<file path="src/rtl/spi_flash_boot_loader.sv">
// spi_flash_boot_loader: boot-time copier that streams a ROM image from a
// mode-0 SPI flash (READ 0x03) into CPU memory and holds the CPU in reset.
// Ports: clk, reset (async, active-high), reload (re-run request, DONE only);
//   flash_csb/flash_clk/flash_io_o/flash_io_oe/flash_io_i -> SPI flash pins;
//   wr_valid/wr_ready/wr_addr/wr_data -> memory write port;
//   busy/done/cpu_resb -> progress, cpu_resb releases the CPU when done.
module spi_flash_boot_loader #(
    parameter int unsigned CLK_DIV     = 2,
    parameter int unsigned POR_CYCLES  = 16,
    parameter logic [23:0] FLASH_START = 24'h000000,
    parameter int unsigned IMAGE_BYTES = 16384,
    parameter logic [15:0] DEST_BASE   = 16'hC000
) (
    input  logic        clk,
    input  logic        reset,
    input  logic        reload,
    output logic        flash_csb,
    output logic        flash_clk,
    output logic [3:0]  flash_io_o,
    output logic [3:0]  flash_io_oe,
    input  logic [3:0]  flash_io_i,
    output logic        wr_valid,
    input  logic        wr_ready,
    output logic [15:0] wr_addr,
    output logic [7:0]  wr_data,
    output logic        busy,
    output logic        done,
    output logic        cpu_resb
);

    localparam int DIV_W = $clog2(CLK_DIV) + 1;
    localparam int POR_W = $clog2(POR_CYCLES) + 1;
    localparam logic [DIV_W-1:0] DIV_LAST = DIV_W'(CLK_DIV - 1);
    localparam logic [POR_W-1:0] POR_LAST = POR_W'(POR_CYCLES - 1);
    localparam logic [16:0] IMG_N = 17'(IMAGE_BYTES);
    localparam logic [31:0] READ_CMD = {8'h03, FLASH_START};

    typedef enum logic [2:0] {
        S_POR,
        S_CMD,
        S_DATA,
        S_WRITE,
        S_FINISH,
        S_DONE
    } state_e;

    state_e             state_q, state_d;
    logic [POR_W-1:0]   por_q, por_d;
    logic [DIV_W-1:0]   div_q, div_d;
    logic               sck_q, sck_d;
    logic [31:0]        cmd_q, cmd_d;
    logic [4:0]         bit_q, bit_d;
    logic [7:0]         rx_q, rx_d;
    logic [7:0]         data_q, data_d;
    logic [15:0]        addr_q, addr_d;
    logic [16:0]        cnt_q, cnt_d;

    logic tick;
    logic sck_run;
    logic sck_fall;
    logic last_byte;
    logic miso;
    logic unused_io;

    assign tick      = (div_q == DIV_LAST);
    assign sck_run   = (state_q == S_CMD) || (state_q == S_DATA);
    // Both shifting directions happen on the clk edge that drops SCK.
    assign sck_fall  = sck_run && tick && sck_q;
    assign last_byte = ((cnt_q + 17'd1) == IMG_N);
    assign miso      = flash_io_i[1];
    assign unused_io = ^{flash_io_i[3:2], flash_io_i[0]};

    // State register
    always_ff @(posedge clk or posedge reset) begin
        if (reset) begin
            state_q <= S_POR;
        end else begin
            state_q <= state_d;
        end
    end

    // Next-state logic
    always_comb begin
        state_d = state_q;
        unique case (state_q)
            S_POR: begin
                if (por_q == POR_LAST) state_d = S_CMD;
            end
            S_CMD: begin
                if (sck_fall && bit_q == 5'd31) state_d = S_DATA;
            end
            S_DATA: begin
                if (sck_fall && bit_q[2:0] == 3'd7) state_d = S_WRITE;
            end
            S_WRITE: begin
                if (wr_ready) state_d = last_byte ? S_FINISH : S_DATA;
            end
            S_FINISH: begin
                if (tick) state_d = S_DONE;
            end
            S_DONE: begin
                if (reload) state_d = S_POR;
            end
            default: state_d = S_POR;
        endcase
    end

    // Datapath registers
    always_ff @(posedge clk or posedge reset) begin
        if (reset) begin
            por_q  <= '0;
            div_q  <= '0;
            sck_q  <= 1'b0;
            cmd_q  <= '0;
            bit_q  <= '0;
            rx_q   <= '0;
            data_q <= '0;
            addr_q <= DEST_BASE;
            cnt_q  <= '0;
        end else begin
            por_q  <= por_d;
            div_q  <= div_d;
            sck_q  <= sck_d;
            cmd_q  <= cmd_d;
            bit_q  <= bit_d;
            rx_q   <= rx_d;
            data_q <= data_d;
            addr_q <= addr_d;
            cnt_q  <= cnt_d;
        end
    end

    // Datapath next values
    always_comb begin
        por_d  = '0;
        div_d  = '0;
        sck_d  = 1'b0;
        cmd_d  = cmd_q;
        bit_d  = bit_q;
        rx_d   = rx_q;
        data_d = data_q;
        addr_d = addr_q;
        cnt_d  = cnt_q;

        if (state_q == S_POR) por_d = por_q + 1'b1;

        // Divider restarts on every state change so a resumed byte
        // always begins with a full SCK low phase.
        if (state_d == state_q && !tick &&
            (sck_run || state_q == S_FINISH)) begin
            div_d = div_q + 1'b1;
        end

        if (sck_run) sck_d = tick ? ~sck_q : sck_q;

        if (state_q == S_POR && state_d == S_CMD) begin
            cmd_d = READ_CMD;
        end else if (sck_fall) begin
            // Zero fill keeps MOSI low once the command is out.
            cmd_d = {cmd_q[30:0], 1'b0};
        end

        if (state_q == S_POR) begin
            bit_d = '0;
        end else if (sck_fall) begin
            bit_d = (state_d != state_q) ? 5'd0 : bit_q + 5'd1;
        end

        if (sck_fall) rx_d = {rx_q[6:0], miso};

        if (sck_fall && state_d == S_WRITE) data_d = rx_d;

        if (state_q == S_WRITE && wr_ready) begin
            addr_d = addr_q + 16'd1;
            cnt_d  = cnt_q + 17'd1;
        end else if (state_q == S_DONE && reload) begin
            addr_d = DEST_BASE;
            cnt_d  = '0;
        end
    end

    // Outputs
    always_comb begin
        flash_csb   = !((state_q == S_CMD) || (state_q == S_DATA) ||
                        (state_q == S_WRITE));
        flash_clk   = sck_q;
        flash_io_o  = {2'b11, 1'b0, cmd_q[31]};
        flash_io_oe = 4'b1101;
        wr_valid    = (state_q == S_WRITE);
        wr_addr     = addr_q;
        wr_data     = data_q;
        busy        = (state_q != S_DONE);
        done        = (state_q == S_DONE);
        cpu_resb    = (state_q == S_DONE);
    end

endmodule

</file>
<file path="config.mk">
export PLATFORM = sky130hd
export DESIGN_NAME = spi_flash_boot_loader
export DESIGN_NICKNAME = d
export VERILOG_FILES = /design/src/rtl/spi_flash_boot_loader.sv
export SDC_FILE = /design/constraint.sdc
export NUM_CORES = 1
export LEC_CHECK = 0
export ABC_AREA = 1
export BUFFER_PORTS_ARGS = -buffer_cell sky130_fd_sc_hd__buf_2
export CORE_MARGIN = 3
export CORE_UTILIZATION = 55
export CTS_CLUSTER_SIZE = 16
export DETAILED_ROUTE_END_ITERATION = 7
export PLACE_DENSITY_LB_ADDON = 0.12
export SETUP_SLACK_MARGIN = 0.05
export SLEW_MARGIN = 20
export SYNTH_ARGS = -nofsm -noshare
export SYNTH_HDL_FRONTEND = slang
export SYNTH_SLANG_ARGS = --single-unit
</file>
<file path="constraint.sdc">
create_clock -name clk -period 4.8 [get_ports clk]
set_input_delay 0.96 -clock clk [delete_from_list [all_inputs] [get_ports clk]]
set_output_delay 0.96 -clock clk [all_outputs]
set_load 0.01 [all_outputs]
</file>
======== Yosys cells after proc, flatten, opt, wreduce, memory -nomap -nowiden ========
Cells that the tools add are included.
word-level totals
  register bits after elaboration ......... 97
  input bits .............................. 8
  output and inout port bits .............. 38
  word-level logic and storage cells ...... 73
cells by class
  $add $sub $neg .......................... 5
  eq/ne operators ......................... 16
  muxes and demuxes ....................... 22
  bitwise operators ....................... 1
  reductions and logical operators ........ 19
operators with widths
  kind                   number
  $mux 32                2
  $mux 17                2
  $mux 16                2
  $mux 3                 7
  $mux 5                 4
  $pmux 3 s6             1
  $add 17x1->17 const B  1
  $eq 17x15->1 const B   1
  $add 16x1->16 const B  1
  $add 5x1->5 const B    2
  $logic_and 1x1->1      10
  $eq 3x2->1 const B     3
  $eq 3x3->1 const B     3
  $mux 8                 1
  $eq 3x1->1 const B     2
  $reduce_bool 2->1      3
  $eq 5x4->1 const B     1
  $eq 5x5->1 const B     1
  $eq 3x3->1             1
  $logic_not 3->1        1
  $logic_or 1x1->1       3
  $ne 3x3->1             1
  $ne 3x3->1 const B     1
  $add 2x1->2 const B    1
  6 further kinds        8

======== Longest topological paths before layout ========
  depth after elaboration ................. 11
  gate-level depth with buffers ........... 13
  mapped depth without buffers ............ 13

======== Worst setup path after synthesis ========
Ideal clock, no wire load.
  path kind ............................... flip-flop to output port
  start ................................... reg state_q[2]
  end ..................................... out done
  arrival time ............................ 0.947 ns
  slack ................................... 2.893 ns
  cell stages (with the launch flop) ...... 4
  buffers on the path ..................... 1
  cells stage by stage .................... dfrtp_1 -> inv_2 -> nor3_4 -> buf_4
on the way
  longest elaborated chain between the ends .. 1
RTL lines
  element                 RTL line  RTL
  from (decl)             47        state_e state_q, state_d;
  from (signal assigned)  78        state_q <= state_d;
  $eq 3x3->1              --
  to (decl)               27        output logic done,
No other way between the ends.

======== Worst setup path after layout ========
  start ................................... reg state_q[2]
  end ..................................... reg addr_q[15] (netlist: wr_addr[15])
on the way
  longest elaborated chain between the ends .. 3
  elaborated cells between the ends (all ways) .. 6
RTL lines
  element                                              RTL line  RTL
  $eq 3x2->1 / $eq 3x3->1 (equally long branches)      173, 176
  $logic_and 1x1->1 (on tied branches)                 173, 176
  $mux 16 / $reduce_bool 2->1 (equally long branches)  --
  to (signal assigned)                                 128       addr_q <= addr_d;
  to (decl)                                            55        logic [15:0] addr_q, addr_d;
Parallel ways exist; a longest one is shown, timed or not.
A chain may end at the register's enable or synchronous reset.

==> impl_results.md <==
* Reg2Reg Depth at 8
* Nets at 527
* Worst path slowest cell: nand2_1
* Cts hold-fix bufs at 0
* Slew margin rel. at 0.406
* TritonCTS buffer count at 9
* Final GP Congestion at 0.878
* Core Area at 6490 µm²
* Cell area after layout at 4200 µm²
* Prevailing post-synth register cell: dfrtp_1
* Worst Hold Launch: div_q[0]
* Flop2flop setup slack at 2.43 ns
* Crit path DAT at about 2.6 ns
* Area contributors post-synth: dfrtp_1 (47%), nand2_1 (14%), inv_1 (5.5%)
* Residual DRC at 0
* Critical path type: register to register
* Hold crit path type: register to register
* Commonest non-fill, non-tap cell in the layout: nand2_1
* Worst EP required at 5.06 ns
* Status: complete, no violations
* Synthesized area at 3770 µm²
* Post-CTS Setup Bufs at 0
* Worst path cell trace: inv_2, nor3_4, nand2_1, nand2_1, nand3_1, nor2b_1, or2_2, nand3_1
* Clk_skew at 0.00980 ns
* Vias per inst at 5.33
* Vias in the first global route at around 3000
* PwrDens at 487 nW/µm²
* Clock-pin slew on the worst setup and hold paths at around 0.07 ns
* Clock latency on the worst-skew pair at between 0.3 and 0.4 ns
* R2R Path End: wr_addr[15]
* # rows at 29
* Vias after detailed routing at approximately 3200
* CP peak stage delay at 0.66 ns
* First-pass GRT wire length at 13000 µm
* Routed length per instance at 13.0 µm
* Crit. End Element: register
* Worst Tran Pin Value at 0.890 ns
* Total track usage at 0.213
* Final worst-path cycle share at 0.494
* Clock root cell: clkbuf_8
* Post-DP Area at 3950 µm²
* Post-synth top area cell: dfrtp_1
* Crit path time final at 2.37 ns
* Fillcell total at 557
* Highest-count cells in the layout ignoring fill and taps: nand2_1 (136), dfrtp_1 (71), inv_1 (54)
* Max Clk Rate at 422 MHz
* Post-synth top area share at 0.472
* Final setup fails at 0
* Synth Warn # at 0
* Ports at 46
* Hold path depth at 1
* Slew Viols, Final at 0
* Post-CTS resize count at 0
* Leak at between 2 and 2.5 nW
* Share of layout cells above drive strength 1 at 0.140
* # port buffers at 35
* MaxCap Viol Count at 0
* Synth unique cells at 38
* Routed WL at 7690 µm
* Final ANT Viol Nets at 0
* Worst Setup Start Kind: register
* RSZ-0062 raised after global routing: no
* TritonCTS clock tree: done
* DR iter-0 viols at 158
* Initial antenna violation count at 0
* Critical R2R Launch: state_q[2]
* CTS H-tree depth at 3
* Final hold vios at 0
* Register area share after synthesis at 0.486
* Die height at between 80 and 90 µm
* Syn Inst Count at about 480
* Yosys reg bits at 73
* Initial core utilization at 0.580
* Async set or reset register ratio after synthesis at 1.00
* ANT cells at 0
* Syn Area/Cell at 7.91 µm²
* Die area at 7880 µm²
* Largest net degree at the start of global routing at 52
* Final Power at between 2 and 2.5 mW
* Area Overhead vs Synth at 11.4%
* Hold Path Sink: div_q[0]
* Hold slack at 0.441 ns
* Clk sinks at 73
* Gr ovfl total at 0
* Worst Path Max Fanout at 21
* Peak VDD IR at between 0.2 and 0.25 mV
* First drt pass iteration count at 5
* Clock Path Buffers at 2
* Post-synth EDFFs at 0
* Die width at ~90 µm
* Post-DP HPWL at 5440 µm
* Final setup TNS at 0 ns
logic make-up after synthesis:
| group | count (synthesis) | synth area share |
|---|---|---|
| compound gates | 58 | 0.0900 |
| xor+xnor | 2 | 0.00465 |
| flops | 73 | 0.486 |
| other cells | 2 | 0.00199 |
| buf+inv | 80 | 0.0920 |
| simple gates | 250 | 0.291 |
| fa+ha+maj | 9 | 0.0299 |
| mux | 2 | 0.00531 |
cells in the mapped netlist, types with 2 or more instances:
library cell / count
ha_1: 9
inv_1: 55
nand4_1: 14
mux2i_1: 2
nor3_1: 5
inv_2: 6
dfrtp_1: 71
nor2_2: 3
buf_2: 6
clkbuf_1: 2
a31oi_1: 6
o21ai_1: 3
dfstp_2: 2
o22ai_1: 13
nand2_1: 136
a21oi_1: 11
nand3_1: 29
conb_1: 2
a32o_1: 2
o211ai_1: 2
nor3_4: 2
or2_2: 2
xor2_1: 2
nor2_1: 51
o21ai_0: 18
buf_4: 10
through the flow:
step / setup WS (ns) / utilization / std cells
after floorplan: 1.99 / - / 481
after global placement: 2.19 / 0.609 / 576
after detailed placement: 2.21 / 0.609 / 576
after CTS: 2.42 / 0.646 / 592
after global routing: 2.21 / 0.646 / 592
final: 2.43 / 0.646 / 592
registers in the layout, indices dropped and copies added, names as in the netlist, 3 cells and up:
signal / cells
cnt_q: 17
wr_addr: 16
cmd_q: 8
rx_q: 8
wr_data: 8
bit_q: 5
por_q: 5
state_q: 3
power by group:
part           total [mW]  switching (mW)  internal (mW)  leakage (nW)
combinational       0.559           0.366          0.193          1.11
clock               0.586           0.227          0.359         0.120
sequential          0.898           0.148          0.750         0.945
worst max-delay path: cells and delay by family, from the launching register on:
kind                   cells  cell delay (ns)
and+or+nand+nor            7             1.73
DFF                        1             0.45
buffers and inverters      1             0.10
how the worst max path moves through the flow:
stage               start           to  slack, ns  cells past startpoint
2_1_floorplan       reset     bit_q[0]       1.99                      1
3_3_place_gp       reload  wr_addr[15]       2.19                      7
3_5_place_dp       reload  wr_addr[15]       2.21                      7
4_1_cts        state_q[2]  wr_addr[15]       2.42                      8
5_1_grt        state_q[2]  wr_addr[15]       2.21                      8
6_report       state_q[2]  wr_addr[15]       2.43                      8
routing by layer:
layer | vias to the layer above | routed length [µm] | track usage
met4 | 0 | 105 | 0.0673
met5 | - | 0 | 0
li1 | 1594 | - | -
met1 | 1495 | 3590 | 0.275
met2 | 59 | 3700 | 0.345
met3 | 10 | 296 | 0.0624
final cells by class:
class / instances / area (µm²) / share of cell area
Sequential cell: 73 / 1830 / 0.436
Clock inverter: 5 / 103 / 0.0244
Timing Repair Buffer: 36 / 183 / 0.0435
Clock buffer: 11 / 141 / 0.0337
Tap cell: 77 / 96.3 / 0.0230
Inverter: 62 / 235 / 0.0560
Multi-Input combinational cell: 328 / 1610 / 0.384
(Power assumes the default switching activity.)
